--- config.mk ---
export PLATFORM = sky130hd
export DESIGN_NAME = control_unit
export DESIGN_NICKNAME = d
export VERILOG_FILES = /design/src/rtl/control_unit.sv
export SDC_FILE = /design/constraint.sdc
export NUM_CORES = 1
export LEC_CHECK = 0
export BUFFER_PORTS_ARGS = -buffer_cell sky130_fd_sc_hd__clkbuf_2
export CORE_AREA = 4 4 58 60
export DETAILED_ROUTE_END_ITERATION = 7
export DIE_AREA = 0 0 62 64
export PLACE_DENSITY_LB_ADDON = 0.2
export SLEW_MARGIN = 20
export SYNTH_ARGS = -nofsm -noshare
export SYNTH_HDL_FRONTEND = slang
export SYNTH_SLANG_ARGS = --single-unit
--- constraint.sdc ---
create_clock -name vclk -period 2
set_clock_uncertainty 0.05 [all_clocks]
set_input_delay 0 -clock vclk [all_inputs]
set_output_delay 0 -clock vclk [all_outputs]
set_load 0.03 [all_outputs]
--- src/rtl/control_unit.sv ---
// control_unit
//   Main instruction decoder of the single-cycle MIPS-style core. Turns a
//   32-bit instruction word into datapath control in the same cycle.
//
// Ports
//   clk            system clock; kept for the datapath port convention, no state
//   reset          active-high; masks write/branch/jump enables while high
//   instruction    op=[31:26] rs=[25:21] rt=[20:16] rd=[15:11] shamt=[10:6] funct=[5:0]
//   reg_write      register-file write enable
//   reg_dst        1: destination rt, 0: destination rd
//   write_reg31    force destination register to $31
//   link           write data = PC+4
//   alu_src        1: ALU B = extended imm16, 0: ALU B = rt value
//   alu_op         ALU operation code (OP_*)
//   ext_op         1: sign-extend imm16, 0: zero-extend
//   mem_write      data-memory write enable
//   mem_to_reg     write data from data memory
//   is_jump        unconditional PC redirect
//   zero_branch    branch taken when ALU zero == need_zero
//   need_zero      required ALU zero value
//   status_branch  branch taken when status Z == need_st_Z
//   need_st_Z      required status Z value
//   pc_select      00 PC+4+(sext imm<<2), 01 {PC[31:28],imm26,00}, 10 rs, 11 mem word
module control_unit (
    input  logic        clk,
    input  logic        reset,
    input  logic [31:0] instruction,
    output logic        reg_write,
    output logic        reg_dst,
    output logic        write_reg31,
    output logic        link,
    output logic        alu_src,
    output logic [2:0]  alu_op,
    output logic        ext_op,
    output logic        mem_write,
    output logic        mem_to_reg,
    output logic        is_jump,
    output logic        zero_branch,
    output logic        need_zero,
    output logic        status_branch,
    output logic        need_st_Z,
    output logic [1:0]  pc_select
);

    localparam logic [2:0] OP_ADD = 3'd0;
    localparam logic [2:0] OP_SUB = 3'd1;
    localparam logic [2:0] OP_AND = 3'd2;
    localparam logic [2:0] OP_OR  = 3'd3;
    localparam logic [2:0] OP_NOR = 3'd4;
    localparam logic [2:0] OP_SLL = 3'd5;
    localparam logic [2:0] OP_SRL = 3'd6;
    localparam logic [2:0] OP_SLT = 3'd7;

    localparam logic [5:0] OPC_RTYPE = 6'h00;
    localparam logic [5:0] OPC_J     = 6'h02;
    localparam logic [5:0] OPC_JAL   = 6'h03;
    localparam logic [5:0] OPC_BEQ   = 6'h04;
    localparam logic [5:0] OPC_BNE   = 6'h05;
    localparam logic [5:0] OPC_ADDI  = 6'h08;
    localparam logic [5:0] OPC_SLTI  = 6'h0A;
    localparam logic [5:0] OPC_ANDI  = 6'h0C;
    localparam logic [5:0] OPC_ORI   = 6'h0D;
    localparam logic [5:0] OPC_JM    = 6'h12;
    localparam logic [5:0] OPC_JALM  = 6'h13;
    localparam logic [5:0] OPC_BZ    = 6'h18;
    localparam logic [5:0] OPC_BN    = 6'h19;
    localparam logic [5:0] OPC_BALZ  = 6'h1A;
    localparam logic [5:0] OPC_BALN  = 6'h1B;
    localparam logic [5:0] OPC_JPC   = 6'h1E;
    localparam logic [5:0] OPC_JALPC = 6'h1F;
    localparam logic [5:0] OPC_LW    = 6'h23;
    localparam logic [5:0] OPC_SW    = 6'h2B;
    localparam logic [5:0] OPC_BEQAL = 6'h2C;
    localparam logic [5:0] OPC_BNEAL = 6'h2D;

    localparam logic [5:0] FN_SLL  = 6'h00;
    localparam logic [5:0] FN_SRL  = 6'h02;
    localparam logic [5:0] FN_JR   = 6'h08;
    localparam logic [5:0] FN_JALR = 6'h09;
    localparam logic [5:0] FN_ADD  = 6'h20;
    localparam logic [5:0] FN_SUB  = 6'h22;
    localparam logic [5:0] FN_AND  = 6'h24;
    localparam logic [5:0] FN_OR   = 6'h25;
    localparam logic [5:0] FN_NOR  = 6'h27;
    localparam logic [5:0] FN_SLT  = 6'h2A;

    logic [5:0] opcode;
    logic [5:0] funct;
    logic       rt_is_zero;

    assign opcode     = instruction[31:26];
    assign funct      = instruction[5:0];
    assign rt_is_zero = (instruction[20:16] == 5'd0);

    // Register fields and immediates are consumed by the datapath, not here.
    logic unused_fields;
    assign unused_fields = ^{clk, instruction[25:21], instruction[15:6]};

    always_comb begin
        reg_write     = 1'b0;
        reg_dst       = 1'b0;
        write_reg31   = 1'b0;
        link          = 1'b0;
        alu_src       = 1'b0;
        alu_op        = OP_ADD;
        ext_op        = 1'b0;
        mem_write     = 1'b0;
        mem_to_reg    = 1'b0;
        is_jump       = 1'b0;
        zero_branch   = 1'b0;
        need_zero     = 1'b0;
        status_branch = 1'b0;
        need_st_Z     = 1'b0;
        pc_select     = 2'b00;

        case (opcode)
            OPC_RTYPE: begin
                reg_write = 1'b1;
                case (funct)
                    FN_SLL:  alu_op = OP_SLL;
                    FN_SRL:  alu_op = OP_SRL;
                    FN_ADD:  alu_op = OP_ADD;
                    FN_SUB:  alu_op = OP_SUB;
                    FN_AND:  alu_op = OP_AND;
                    FN_OR:   alu_op = OP_OR;
                    FN_NOR:  alu_op = OP_NOR;
                    FN_SLT:  alu_op = OP_SLT;
                    FN_JR: begin
                        reg_write = 1'b0;
                        is_jump   = 1'b1;
                        pc_select = 2'b10;
                    end
                    FN_JALR: begin
                        link      = 1'b1;
                        is_jump   = 1'b1;
                        pc_select = 2'b10;
                    end
                    default: reg_write = 1'b0;  // unknown funct behaves as NOP
                endcase
            end
            OPC_ADDI, OPC_SLTI, OPC_ANDI, OPC_ORI: begin
                reg_write = 1'b1;
                reg_dst   = 1'b1;
                alu_src   = 1'b1;
                case (opcode)
                    OPC_ADDI: begin alu_op = OP_ADD; ext_op = 1'b1; end
                    OPC_SLTI: begin alu_op = OP_SLT; ext_op = 1'b1; end
                    OPC_ANDI: alu_op = OP_AND;
                    default:  alu_op = OP_OR;
                endcase
            end
            OPC_LW: begin
                reg_write  = 1'b1;
                reg_dst    = 1'b1;
                alu_src    = 1'b1;
                ext_op     = 1'b1;
                mem_to_reg = 1'b1;
            end
            OPC_SW: begin
                mem_write = 1'b1;
                alu_src   = 1'b1;
                ext_op    = 1'b1;
            end
            OPC_BEQ, OPC_BNE, OPC_BEQAL, OPC_BNEAL: begin
                zero_branch = 1'b1;
                need_zero   = (opcode == OPC_BEQ) || (opcode == OPC_BEQAL);
                alu_op      = OP_SUB;
                ext_op      = 1'b1;
                if (opcode == OPC_BEQAL || opcode == OPC_BNEAL) begin
                    reg_write   = 1'b1;
                    write_reg31 = 1'b1;
                    link        = 1'b1;
                end
            end
            OPC_J, OPC_JAL: begin
                is_jump   = 1'b1;
                pc_select = 2'b01;
                if (opcode == OPC_JAL) begin
                    reg_write   = 1'b1;
                    write_reg31 = 1'b1;
                    link        = 1'b1;
                end
            end
            OPC_BZ, OPC_BN, OPC_BALZ, OPC_BALN: begin
                status_branch = 1'b1;
                need_st_Z     = (opcode == OPC_BZ) || (opcode == OPC_BALZ);
                pc_select     = 2'b01;
                if (opcode == OPC_BALZ || opcode == OPC_BALN) begin
                    reg_write   = 1'b1;
                    write_reg31 = 1'b1;
                    link        = 1'b1;
                end
            end
            OPC_JM, OPC_JALM: begin
                // ALU forms the rs+imm address of the target word
                is_jump   = 1'b1;
                pc_select = 2'b11;
                alu_src   = 1'b1;
                ext_op    = 1'b1;
                if (opcode == OPC_JALM) begin
                    reg_write   = 1'b1;
                    reg_dst     = 1'b1;
                    link        = 1'b1;
                    write_reg31 = rt_is_zero;
                end
            end
            OPC_JPC, OPC_JALPC: begin
                is_jump = 1'b1;
                if (opcode == OPC_JALPC) begin
                    reg_write   = 1'b1;
                    reg_dst     = 1'b1;
                    link        = 1'b1;
                    write_reg31 = rt_is_zero;
                end
            end
            default: ;
        endcase

        // Reset only suppresses side effects; the rest of the decode stays visible.
        if (reset) begin
            reg_write     = 1'b0;
            mem_write     = 1'b0;
            is_jump       = 1'b0;
            zero_branch   = 1'b0;
            status_branch = 1'b0;
        end
    end

endmodule

==> impl_metrics.py <==
metrics = {
    "worst_setup_path": {
        "arrival_ns": 1.50,
        "crit_top_cell": "clkbuf_2",
        "critical_path_class": "in2out",
        "worst_setup_path_start_kind": "primary input",
        "critPathMaxStageDelay_ns": 0.43,
        "worst-endpoint-required_ns": 1.95,
        "cp_cell_sequence": "clkbuf_2 > inv_1 > a2111oi_0 > o21ai_1 > a311oi_2 > clkbuf_2",
        "cp-end-kind": "output port",
        "cp_max_fo": 14,
        "slowest_stage": "a2111oi_0",
        "cp_num_buf_inv": 3,
        "cp_top_family": "compound AO/OA/AOI/OAI gates",
    },
    "cells_and_area": {
        "num_antenna_cells": 0,
        "clockBufferCount": 0,
        "layout.area.seq_um2": 0,
        "n_sequential_cell": 0,
        "areaGrowthSynthToFinish_pct": 21.07,
        "fin_nets": 173,
        "postLayoutCellArea_um2": 848.3,
        "drive_gt1_frac": 0.2920,
    },
    "floorplanning": {
        "io_pins": 52,
        "dieArea_um2": 3968,
        "die_y_um": 64,
        "start_util": 0.2393,
        "row_count": 20,
        "fp.dieW_um": 62,
        "coreArea_um2": 2928,
    },
    "sta": {
        "max_clock_freq_ghz": 0.6457,
        "period_minus_slack_ns": 1.549,
        "setup_violations": 0,
        "period_share": 0.7743,
        "fin_tns_setup_ns": 0,
        "hold_viol_final": 0,
        "drv_slew": 0,
        "worst_pin_slew_ns": 0.3938,
        "maxSlewHeadroom": 0.7307,
        "rsz0062_at_grt": "false",
    },
    "global_route": {
        "gr-total-overflow": 0,
        "grt_pass1_vias": 844,
        "track_usage": 0.1106,
        "grt_pass1_wl_mm": 3.684,
        "grt_max_degree": 24,
        "antenna_found_initial": 0,
    },
    "yosys": {
        "netlist_instances": 113,
        "syn_area_per_cell_um2": 6.201,
        "synth_area_leaders": "nor2_1 (7.0%), buf_2 (5.7%), nor3_1 (5.0%)",
        "synth_cell_types": 44,
        "yosysWarnings": 0,
        "yosysSeqAreaShare": 0,
        "yosys.area.top_type": "nor2_1",
        "synth.cell_area_um2": 700.7,
        "synth_top_area_share": 0.06964,
        "synthesis.nets": 147,
    },
    "drt": {
        "vias": 925,
        "wl_per_cell_um": 13.27,
        "ant_nets": 0,
        "drtIter0Drc": 34,
        "wl_mm": 2.256,
        "drc_errors": 0,
        "detail_route.vias_per_cell": 5.441,
        "dr.pass1.iters": 4,
    },
    "worst_hold_path": {
        "hold_path_class": "in2out",
    },
    "clocking": {
        "hold_buffers": 0,
        "ctsResizeCount": 0,
        "post-cts-setup-buffer-count": 0,
    },
    "power_and_ir_drop": {
        "vdd_ir_drop_max_mv": 0.07578,
        "leakage_nw": 0.3664,
        "power_density_nw_per_um2": 195.8,
        "power_mw": 0.1661,
    },
    "status": {
        "status": "finished, final reports clean",
    },
    "placement": {
        "portBuffers": 36,
        "gp_congestion": 0.8499,
        "placed_cell_area_um2": 848.3,
        "dp_hpwl_mm": 1.743,
    },
    "flow_run": {
        "max-cap-violations": 0,
    },
}
## path summary, 6_finish.rpt
check	from	endpoint	slack [ns]	cells after the start
max	instruction[27]	reg_write	0.45	6
min	reset	reg_write	0.34	3
## synthesized netlist by cell type (all sizes together), types with 2 or more instances
cell	instances
nor2	13
buf	11
o21ai	10
nand2	7
nor3	7
inv	6
a21oi	5
nand2b	5
nand3	5
a311oi	3
mux2i	3
nor4	3
a2111oi	2
and3	2
nand3b	2
nor2b	2
nor4b	2
o22a	2
o22ai	2
o32a	2
or2	2
or4	2
## routing by layer
layer  up-vias  wire length, um  track usage
met5         -                0            0
met4         0                0     0.002653
met3         0              149     0.004040
met2        25             1017       0.1749
met1       424             1088       0.1717
li1        476                -            -
## logic make-up (layout without fill, tap and decap cells)
logic type                after synthesis  count (layout)  share of synthesized area
buffers and inverters                  18              42                     0.1375
AOI/OAI and AO/OA                      35              35                     0.3661
xor gates and xnor gates                1               1                    0.01250
and+or+nand+nor                        56              56                     0.4411
muxes                                   3               3                    0.04286
## where the power goes
part	leakage (nW)	internal, mW	switching [mW]
Clock	0	0	0
Combinational	0.366	0.0583	0.108
Sequential	0	0	0
Total	0.366	0.0583	0.108
## layout by cell type (no fill, tap or decap), types with 2 or more instances in the layout
cell	count
o22a_1	2
inv_1	6
nand3_1	5
nand2_1	7
o22ai_1	2
nand3b_1	2
or4_1	2
o21ai_0	6
o32a_1	2
a311oi_1	2
clkbuf_2	36
nor4b_1	2
a21oi_1	5
and3_1	2
mux2i_1	3
nor4_1	3
nor2_1	13
nor3_1	7
o21ai_1	4
nand2b_1	5
## through the flow
step	utilization	hold slack [ns]	setup slack, ns	instances
6_report	0.2897	0.3362	0.4514	170
5_1_grt	0.2897	0.3440	0.2791	170
4_1_cts	0.2897	0.3313	0.4483	170
3_5_place_dp	0.2897	0.3277	0.4552	170
3_3_place_gp	0.2897	0.3261	0.4513	170
2_1_floorplan	-	0.01520	0.2362	113
## cell type report
class	count	area, um^2
Multi-Input combinational cell	95	604.3
Timing Repair Buffer	36	180.2
Fill cell	354	2079
Inverter	6	22.52
Tap cell	33	41.29
No activity file was read; power rests on OpenSTA's default activity.
